`src/rtl/key_pkg.sv`:
```
// Shared definitions for the key filter array: one-hot channel FSM states and
// helpers for sizing the debounce and hold counters.
package key_pkg;

   typedef enum logic [3:0] {
      IDLE    = 4'b0001,
      FILTER0 = 4'b0010,
      DOWN    = 4'b0100,
      FILTER1 = 4'b1000
   } key_fsm_e;

   function automatic int unsigned max_u(input int unsigned a, input int unsigned b);
      return (a > b) ? a : b;
   endfunction

   // Counter width able to hold 0..n-1, never narrower than one bit.
   function automatic int unsigned cnt_width(input int unsigned n);
      return (n <= 2) ? 1 : $unsigned($clog2(n));
   endfunction

endpackage

```
`src/rtl/key_filter_array_if.sv`:
```
// Key pins in, per-key debounced events and levels out.
interface key_filter_array_if #(
   parameter int unsigned N_KEYS = 4
);

   logic [N_KEYS-1:0] key_in;
   logic [N_KEYS-1:0] key_flag;
   logic [N_KEYS-1:0] key_state;
   logic [N_KEYS-1:0] key_long;
   logic [N_KEYS-1:0] key_rep;

   modport master (
      output key_in,
      input  key_flag,
      input  key_state,
      input  key_long,
      input  key_rep
   );

   modport slave (
      input  key_in,
      output key_flag,
      output key_state,
      output key_long,
      output key_rep
   );

endinterface

```
`src/rtl/key_filter_ch.sv`:
```
// One debounced key channel: 2-flop synchroniser, press/release filter FSM,
// long-press detection and optional auto-repeat.
module key_filter_ch
   import key_pkg::*;
#(
   parameter int unsigned DEB_CYC   = 1_000_000,
   parameter int unsigned LONG_CYC  = 50_000_000,
   parameter int unsigned REP_CYC   = 10_000_000,
   parameter bit          REPEAT_EN = 1'b1
) (
   input  logic clk,
   input  logic rst_n,
   input  logic key_in,
   output logic key_flag,
   output logic key_state,
   output logic key_long,
   output logic key_rep
);

   localparam int unsigned CW = cnt_width(DEB_CYC);
   localparam int unsigned HW = cnt_width(max_u(LONG_CYC, REP_CYC));

   localparam logic [CW-1:0] DEB_LAST  = CW'(DEB_CYC - 1);
   localparam logic [HW-1:0] LONG_LAST = HW'(LONG_CYC - 1);
   localparam logic [HW-1:0] REP_LAST  = HW'(REP_CYC - 1);

   logic [1:0]    sync_q;
   logic          s;
   key_fsm_e      state_q, state_d;
   logic [CW-1:0] cnt_q, cnt_d;
   logic [HW-1:0] hold_q, hold_d;
   logic          long_done_q, long_done_d;
   logic          flag_q, flag_d;
   logic          level_q, level_d;
   logic          long_q, long_d;
   logic          rep_q, rep_d;

   assign s = sync_q[1];

   always_comb begin
      state_d     = state_q;
      cnt_d       = cnt_q;
      hold_d      = hold_q;
      long_done_d = long_done_q;
      flag_d      = 1'b0;
      level_d     = level_q;
      long_d      = 1'b0;
      rep_d       = 1'b0;

      unique case (state_q)
         IDLE: begin
            if (!s) begin
               state_d = FILTER0;
               cnt_d   = '0;
            end
         end

         FILTER0: begin
            if (s) begin
               state_d = IDLE;
            end else if (cnt_q == DEB_LAST) begin
               state_d     = DOWN;
               flag_d      = 1'b1;
               level_d     = 1'b0;
               hold_d      = '0;
               long_done_d = 1'b0;
            end else begin
               cnt_d = cnt_q + CW'(1);
            end
         end

         DOWN: begin
            if (s) begin
               state_d = FILTER1;
               cnt_d   = '0;
            end else if (!long_done_q) begin
               if (hold_q == LONG_LAST) begin
                  long_d      = 1'b1;
                  long_done_d = 1'b1;
                  hold_d      = '0;
               end else begin
                  hold_d = hold_q + HW'(1);
               end
            end else if (REPEAT_EN) begin
               if (hold_q == REP_LAST) begin
                  rep_d  = 1'b1;
                  hold_d = '0;
               end else begin
                  hold_d = hold_q + HW'(1);
               end
            end
            // Without repeat, hold_cnt parks once key_long has fired.
         end

         FILTER1: begin
            if (!s) begin
               state_d = DOWN;
            end else if (cnt_q == DEB_LAST) begin
               state_d = IDLE;
               flag_d  = 1'b1;
               level_d = 1'b1;
            end else begin
               cnt_d = cnt_q + CW'(1);
            end
         end

         default: begin
            state_d     = IDLE;
            cnt_d       = '0;
            hold_d      = '0;
            long_done_d = 1'b0;
            level_d     = 1'b1;
         end
      endcase
   end

   always_ff @(posedge clk or negedge rst_n) begin
      if (!rst_n) begin
         sync_q      <= 2'b11;
         state_q     <= IDLE;
         cnt_q       <= '0;
         hold_q      <= '0;
         long_done_q <= 1'b0;
         flag_q      <= 1'b0;
         level_q     <= 1'b1;
         long_q      <= 1'b0;
         rep_q       <= 1'b0;
      end else begin
         sync_q      <= {sync_q[0], key_in};
         state_q     <= state_d;
         cnt_q       <= cnt_d;
         hold_q      <= hold_d;
         long_done_q <= long_done_d;
         flag_q      <= flag_d;
         level_q     <= level_d;
         long_q      <= long_d;
         rep_q       <= rep_d;
      end
   end

   assign key_flag  = flag_q;
   assign key_state = level_q;
   assign key_long  = long_q;
   assign key_rep   = rep_q;

endmodule

```
`src/rtl/key_filter_array.sv`:
```
// Array of N_KEYS independent debounced key channels behind one interface.
module key_filter_array
   import key_pkg::*;
#(
   parameter int unsigned N_KEYS    = 4,
   parameter int unsigned DEB_CYC   = 1_000_000,
   parameter int unsigned LONG_CYC  = 50_000_000,
   parameter int unsigned REP_CYC   = 10_000_000,
   parameter bit          REPEAT_EN = 1'b1
) (
   input logic               clk,
   input logic               rst_n,
   key_filter_array_if.slave bus
);

   logic [N_KEYS-1:0] flag_v;
   logic [N_KEYS-1:0] state_v;
   logic [N_KEYS-1:0] long_v;
   logic [N_KEYS-1:0] rep_v;

   for (genvar i = 0; i < N_KEYS; i++) begin : g_ch
      key_filter_ch #(
         .DEB_CYC   (DEB_CYC),
         .LONG_CYC  (LONG_CYC),
         .REP_CYC   (REP_CYC),
         .REPEAT_EN (REPEAT_EN)
      ) u_ch (
         .clk       (clk),
         .rst_n     (rst_n),
         .key_in    (bus.key_in[i]),
         .key_flag  (flag_v[i]),
         .key_state (state_v[i]),
         .key_long  (long_v[i]),
         .key_rep   (rep_v[i])
      );
   end

   assign bus.key_flag  = flag_v;
   assign bus.key_state = state_v;
   assign bus.key_long  = long_v;
   assign bus.key_rep   = rep_v;

endmodule

```
`src/flat_wrapper.sv`:
```
// flat-port wrapper written by rule: the top's interface ports become plain ports
module key_filter_array_flat import key_pkg::*;
#(
   parameter int unsigned N_KEYS    = 4,
   parameter int unsigned DEB_CYC   = 1_000_000,
   parameter int unsigned LONG_CYC  = 50_000_000,
   parameter int unsigned REP_CYC   = 10_000_000,
   parameter bit          REPEAT_EN = 1'b1
)
  (clk, rst_n, bus_key_in, bus_key_flag, bus_key_state, bus_key_long, bus_key_rep);
  key_filter_array_if #(.N_KEYS(N_KEYS)) bus_i ();
  input logic clk;
  input logic rst_n;
  input wire logic [$bits(bus_i.key_in)-1:0] bus_key_in;
  output wire logic [$bits(bus_i.key_flag)-1:0] bus_key_flag;
  output wire logic [$bits(bus_i.key_state)-1:0] bus_key_state;
  output wire logic [$bits(bus_i.key_long)-1:0] bus_key_long;
  output wire logic [$bits(bus_i.key_rep)-1:0] bus_key_rep;
  assign bus_i.key_in = bus_key_in;
  assign bus_key_flag = bus_i.key_flag;
  assign bus_key_state = bus_i.key_state;
  assign bus_key_long = bus_i.key_long;
  assign bus_key_rep = bus_i.key_rep;
  key_filter_array #(.N_KEYS(N_KEYS), .DEB_CYC(DEB_CYC), .LONG_CYC(LONG_CYC), .REP_CYC(REP_CYC), .REPEAT_EN(REPEAT_EN)) u_core (.clk(clk), .rst_n(rst_n), .bus(bus_i));
endmodule
```
`config.mk`:
```
export PLATFORM = sky130hd
export DESIGN_NAME = key_filter_array_flat
export DESIGN_NICKNAME = d
export VERILOG_FILES = /design/src/rtl/key_pkg.sv /design/src/rtl/key_filter_array_if.sv /design/src/rtl/key_filter_ch.sv /design/src/rtl/key_filter_array.sv /design/src/flat_wrapper.sv
export SDC_FILE = /design/constraint.sdc
export NUM_CORES = 1
export LEC_CHECK = 0
export CAP_MARGIN = 30
export CORE_UTILIZATION = 55
export CTS_CLUSTER_SIZE = 14
export DETAILED_ROUTE_END_ITERATION = 7
export PLACE_DENSITY_LB_ADDON = 0.1
export SYNTH_ARGS = -nofsm -noshare
export SYNTH_HDL_FRONTEND = slang
export SYNTH_HIERARCHICAL = 1
export SYNTH_SLANG_ARGS = --single-unit
```
`constraint.sdc`:
```
create_clock -name clk -period 2.8 [get_ports clk]
set_input_delay 0.28 -clock clk [delete_from_list [all_inputs] [get_ports clk]]
set_output_delay 0.28 -clock clk [all_outputs]
set_load 0.005 [all_outputs]
```
==> qor.txt <==
Seq cells post-synth: 228
largest family of logic cells by synthesized area: simple AND/OR/NAND/NOR gates
Multi-input gate area: 7199 um^2
# IOs: 22
ys async rst share: 100.0%
Fin Setup TNS: 0 ns
Tmin final: 2.556 ns
layout cell share with drive strength beyond 1: 9.085%
post-DR wirelength/cell: 16.39 um
Clock transition at path regs: 0.06 ns
Worst setup SP type: register
CP Cell Sequence: or2_1, or4_4, a2111oi_4, or2_1, buf_4, a2bb2oi_1, o41ai_1
Sinks on Clock Net: 228
post-synthesis mux area share: 0.4488%
Slowest-stage cell, CP: or4_4
Max Fanout on Critical Path: 8
Antenna Cells: 0
Vias: 11600
post-CTS setup buffers: 0
root buf cell: clkbuf_16
GRT Overall Usage: 25.20%
initial DRC count: 907
CP most frequent cell: or2_1
Worst slew margin: 43.50%
mapped cell area: 13380 um^2
sw power: 0.002020 W
largest net degree at the start of global routing: 86
Setup WS pre-CTS: 0.2319 ns
crit end category: register
FMAX: 0.3913 GHz
Clk pwr share: 43.7%
die area: 24960 um^2
vias in the first global route: 10799
Switching Share: 26.35%
max-cap violation count: 0
Critical Path RT: 3.21 ns
final WL: 30310 um
post-synth cell types: 71
Final Hold Viols: 0
die height: 158.0 um
Synth Flop Type: dfrtp_1
Simple-Gate Fraction of Synth Area: 29.19%
Compound-Gate Fraction of Synth Area: 20.39%
Post-DP HPWL: 20330 um
FF/Latch Area: 5725 um^2
Slew @ Worst Pin: 0.8410 ns
kind of critical path: register to register
first-pass GRT wire length: 52470 um
Synth Area in XOR/XNOR: 3.010%
internal power: 0.005648 W
initial antenna violation count: 0
Vias/cell: 6.274
P&R area growth vs syn: 10.79%
Reg power frac: 44.8%
final setup fails: 0
standard-cell rows: 56
Slew Viols, Final: 0
Mapped Avg Cell Area: 8.952 um^2
yosys warns: 6
# port buffers: 21
period utilization: 91.28%
adder-cell share of the synthesized area: 0.7479%
Max Root-Sink Buffers: 3
Num CTS Buffers: 27
VDD IR-drop max: 0.0004174 V
Pre-Repair DR Iteration Count: 5
worst clock skew: 0.01696 ns
Gate Count Post-Synth: 1495
WP data arrival: 2.97 ns
Syn Nets: 1509
Lkg Pwr: 5.867 nW
clock latency on the worst-skew pair: 0.54 ns
htree depth: 1
Floorplan Core Area: 23680 um^2
Initial Util: 56.51%
TritonCTS clock tree: built
worst min path class: input port to register
final setup margin: 0.2443 ns
sequential fraction of the synthesis area: 42.78%
unrepaired setup endpoints after global routing: false
final routed DRC violation total: 0
FILL cells: 2093
Gate power share: 11.5%
EDFF count, synth: 0
total grt overflow: 0
CP max stage delay: 0.53 ns
die width: 158.0 um
Layout Nets: 1523
Final GP Congestion: 0.8751
status: finished clean
Post-DRT Antenna Nets: 0
Cell Pwr Density: 517.1 nW/um^2
## layer usage
metal / up-vias / share of wire [%] / GRT usage, %
met5: - / 0 / 0
met4: 0 / 1.5 / 5.632
met3: 40 / 3.9 / 2.902
met2: 249 / 45 / 39.61
met1: 5638 / 49 / 37.24
li1: 5673 / - / -
## critical path, delay by kind of cell (launching register included)
family	cells	cell delay, ns
buffers and inverters	1	0.22
AO/OA/AOI/OAI	3	0.64
flip-flops	1	0.45
AND/OR/NAND/NOR	3	1.11
## through the flow
stage	area [um^2]	std cells	util (%)	power (W)	hold slack, ns
finish	14830	1849	62.61	0.007668	0.1479
global route	14830	1849	62.61	0.008020	0.1268
CTS	14830	1849	62.60	0.007759	0.1255
detailed placement	13960	1798	58.96	0.004371	0.3423
global placement	13960	1798	58.96	0.004362	0.3419
floorplan	13380	1495	-	0.004065	-0.01559
## cells in the mapped netlist (21+ instances only)
library cell / count / share of area, %
a21o_1: 31 / 1.7
a21oi_1: 24 / 0.90
a22o_1: 47 / 3.1
a2bb2oi_1: 36 / 2.4
and3_1: 34 / 1.6
buf_2: 22 / 0.82
clkbuf_1: 44 / 1.2
dfrtp_1: 212 / 40
inv_1: 23 / 0.65
nand2_1: 122 / 3.4
nand2b_1: 21 / 0.98
nand3_1: 93 / 3.5
nand4_1: 39 / 1.8
nor2_1: 151 / 4.2
nor3_1: 60 / 2.2
nor4_1: 46 / 2.2
o21ai_0: 106 / 4.0
o31ai_1: 25 / 1.4
or3_1: 23 / 1.1
xnor2_1: 45 / 2.9
## flip-flops by register name, summed over array words and instances (netlist names)
register and flops:
u_core/g_ch.u_ch/key_state 4, u_core/g_ch.u_ch/hold_q 104, u_core/g_ch.u_ch/key_rep 4, u_core/g_ch.u_ch/long_done_q 4
u_core/g_ch.u_ch/key_long 4, u_core/g_ch.u_ch/sync_q 8, u_core/g_ch.u_ch/key_flag 4, u_core/g_ch.u_ch/state_q 16
u_core/g_ch.u_ch/cnt_q 80
## timing repair
action,4_1_cts,5_1_grt
hold endpoints to repair,75,0
hold buffers,1,0
gates resized for setup,0,1
setup endpoints to repair,0,12
## logic make-up after synthesis
| kind of cell | after synthesis |
|---|---|
| DFF | 228 |
| xor gates and xnor gates | 46 |
| buffers and inverters | 100 |
| and+or+nand+nor | 725 |
| AOI/OAI and AO/OA | 382 |
| adders and majority gates | 8 |
| muxes | 6 |
## final timing paths
kind                                                    start                        endpoint  slack [ns]  cells past startpoint
worst max-delay path            u_core/g_ch[2].u_ch/hold_q[9]  u_core/g_ch[2].u_ch/hold_q[23]        0.24                      7
worst min-delay path                            bus_key_in[1]   u_core/g_ch[1].u_ch/sync_q[0]        0.15                      1
worst max register to register  u_core/g_ch[2].u_ch/hold_q[9]  u_core/g_ch[2].u_ch/hold_q[23]        0.24                      7
worst min register to register  u_core/g_ch[2].u_ch/sync_q[0]   u_core/g_ch[2].u_ch/sync_q[1]        0.35                      0
max in group asynchronous                               rst_n   u_core/g_ch[1].u_ch/key_state        1.65                      3
min in group asynchronous                               rst_n    u_core/g_ch[0].u_ch/cnt_q[2]        0.35                      2
## cells in the final DEF, fill, tap and decap left out, types with 9 or more instances in the layout
cell             count
a211oi_1            10
a21o_1              31
a21oi_1             24
a22o_1              47
a2bb2oi_1           36
a31oi_1             14
and2_1              10
and3_1              34
and4_1              12
buf_4               37
clkbuf_1            11
clkbuf_16           27
clkdlybuf4s50_1     20
dfrtp_1            212
dfstp_2             16
inv_1               23
nand2_1            122
nand2b_1            21
nand3_1             93
nand4_1             39
nor2_1             151
nor2b_1              9
nor3_1              60
nor3b_1             13
nor4_1              46
nor4b_1             20
o211ai_1             9
o21ai_0            106
o21ai_1             19
o31ai_1             25
o41ai_1             20
or2_2               12
or3_1               23
xnor2_1             45
## power by group through the flow
| stage | logic, W | registers, W | clock network (W) |
|---|---|---|---|
| after floorplan | 0.000644 | 0.00342 | 0 |
| after global placement | 0.000873 | 0.00349 | 0 |
| after detailed placement | 0.000879 | 0.00349 | 0 |
| after CTS | 0.000881 | 0.00343 | 0.00344 |
| after global routing | 0.000986 | 0.00345 | 0.00359 |
| final | 0.000879 | 0.00344 | 0.00335 |
## area by class of cell
type	instances	share of cell area (%)
multi-input cells	1167	48.56
flip-flops and latches	228	38.62
clock buffers	46	5.578
repair buffers	62	3.797
well taps	319	2.692
inverters	23	0.5823
clock inverters	4	0.1772
Power figures use the tool's default switching activity.
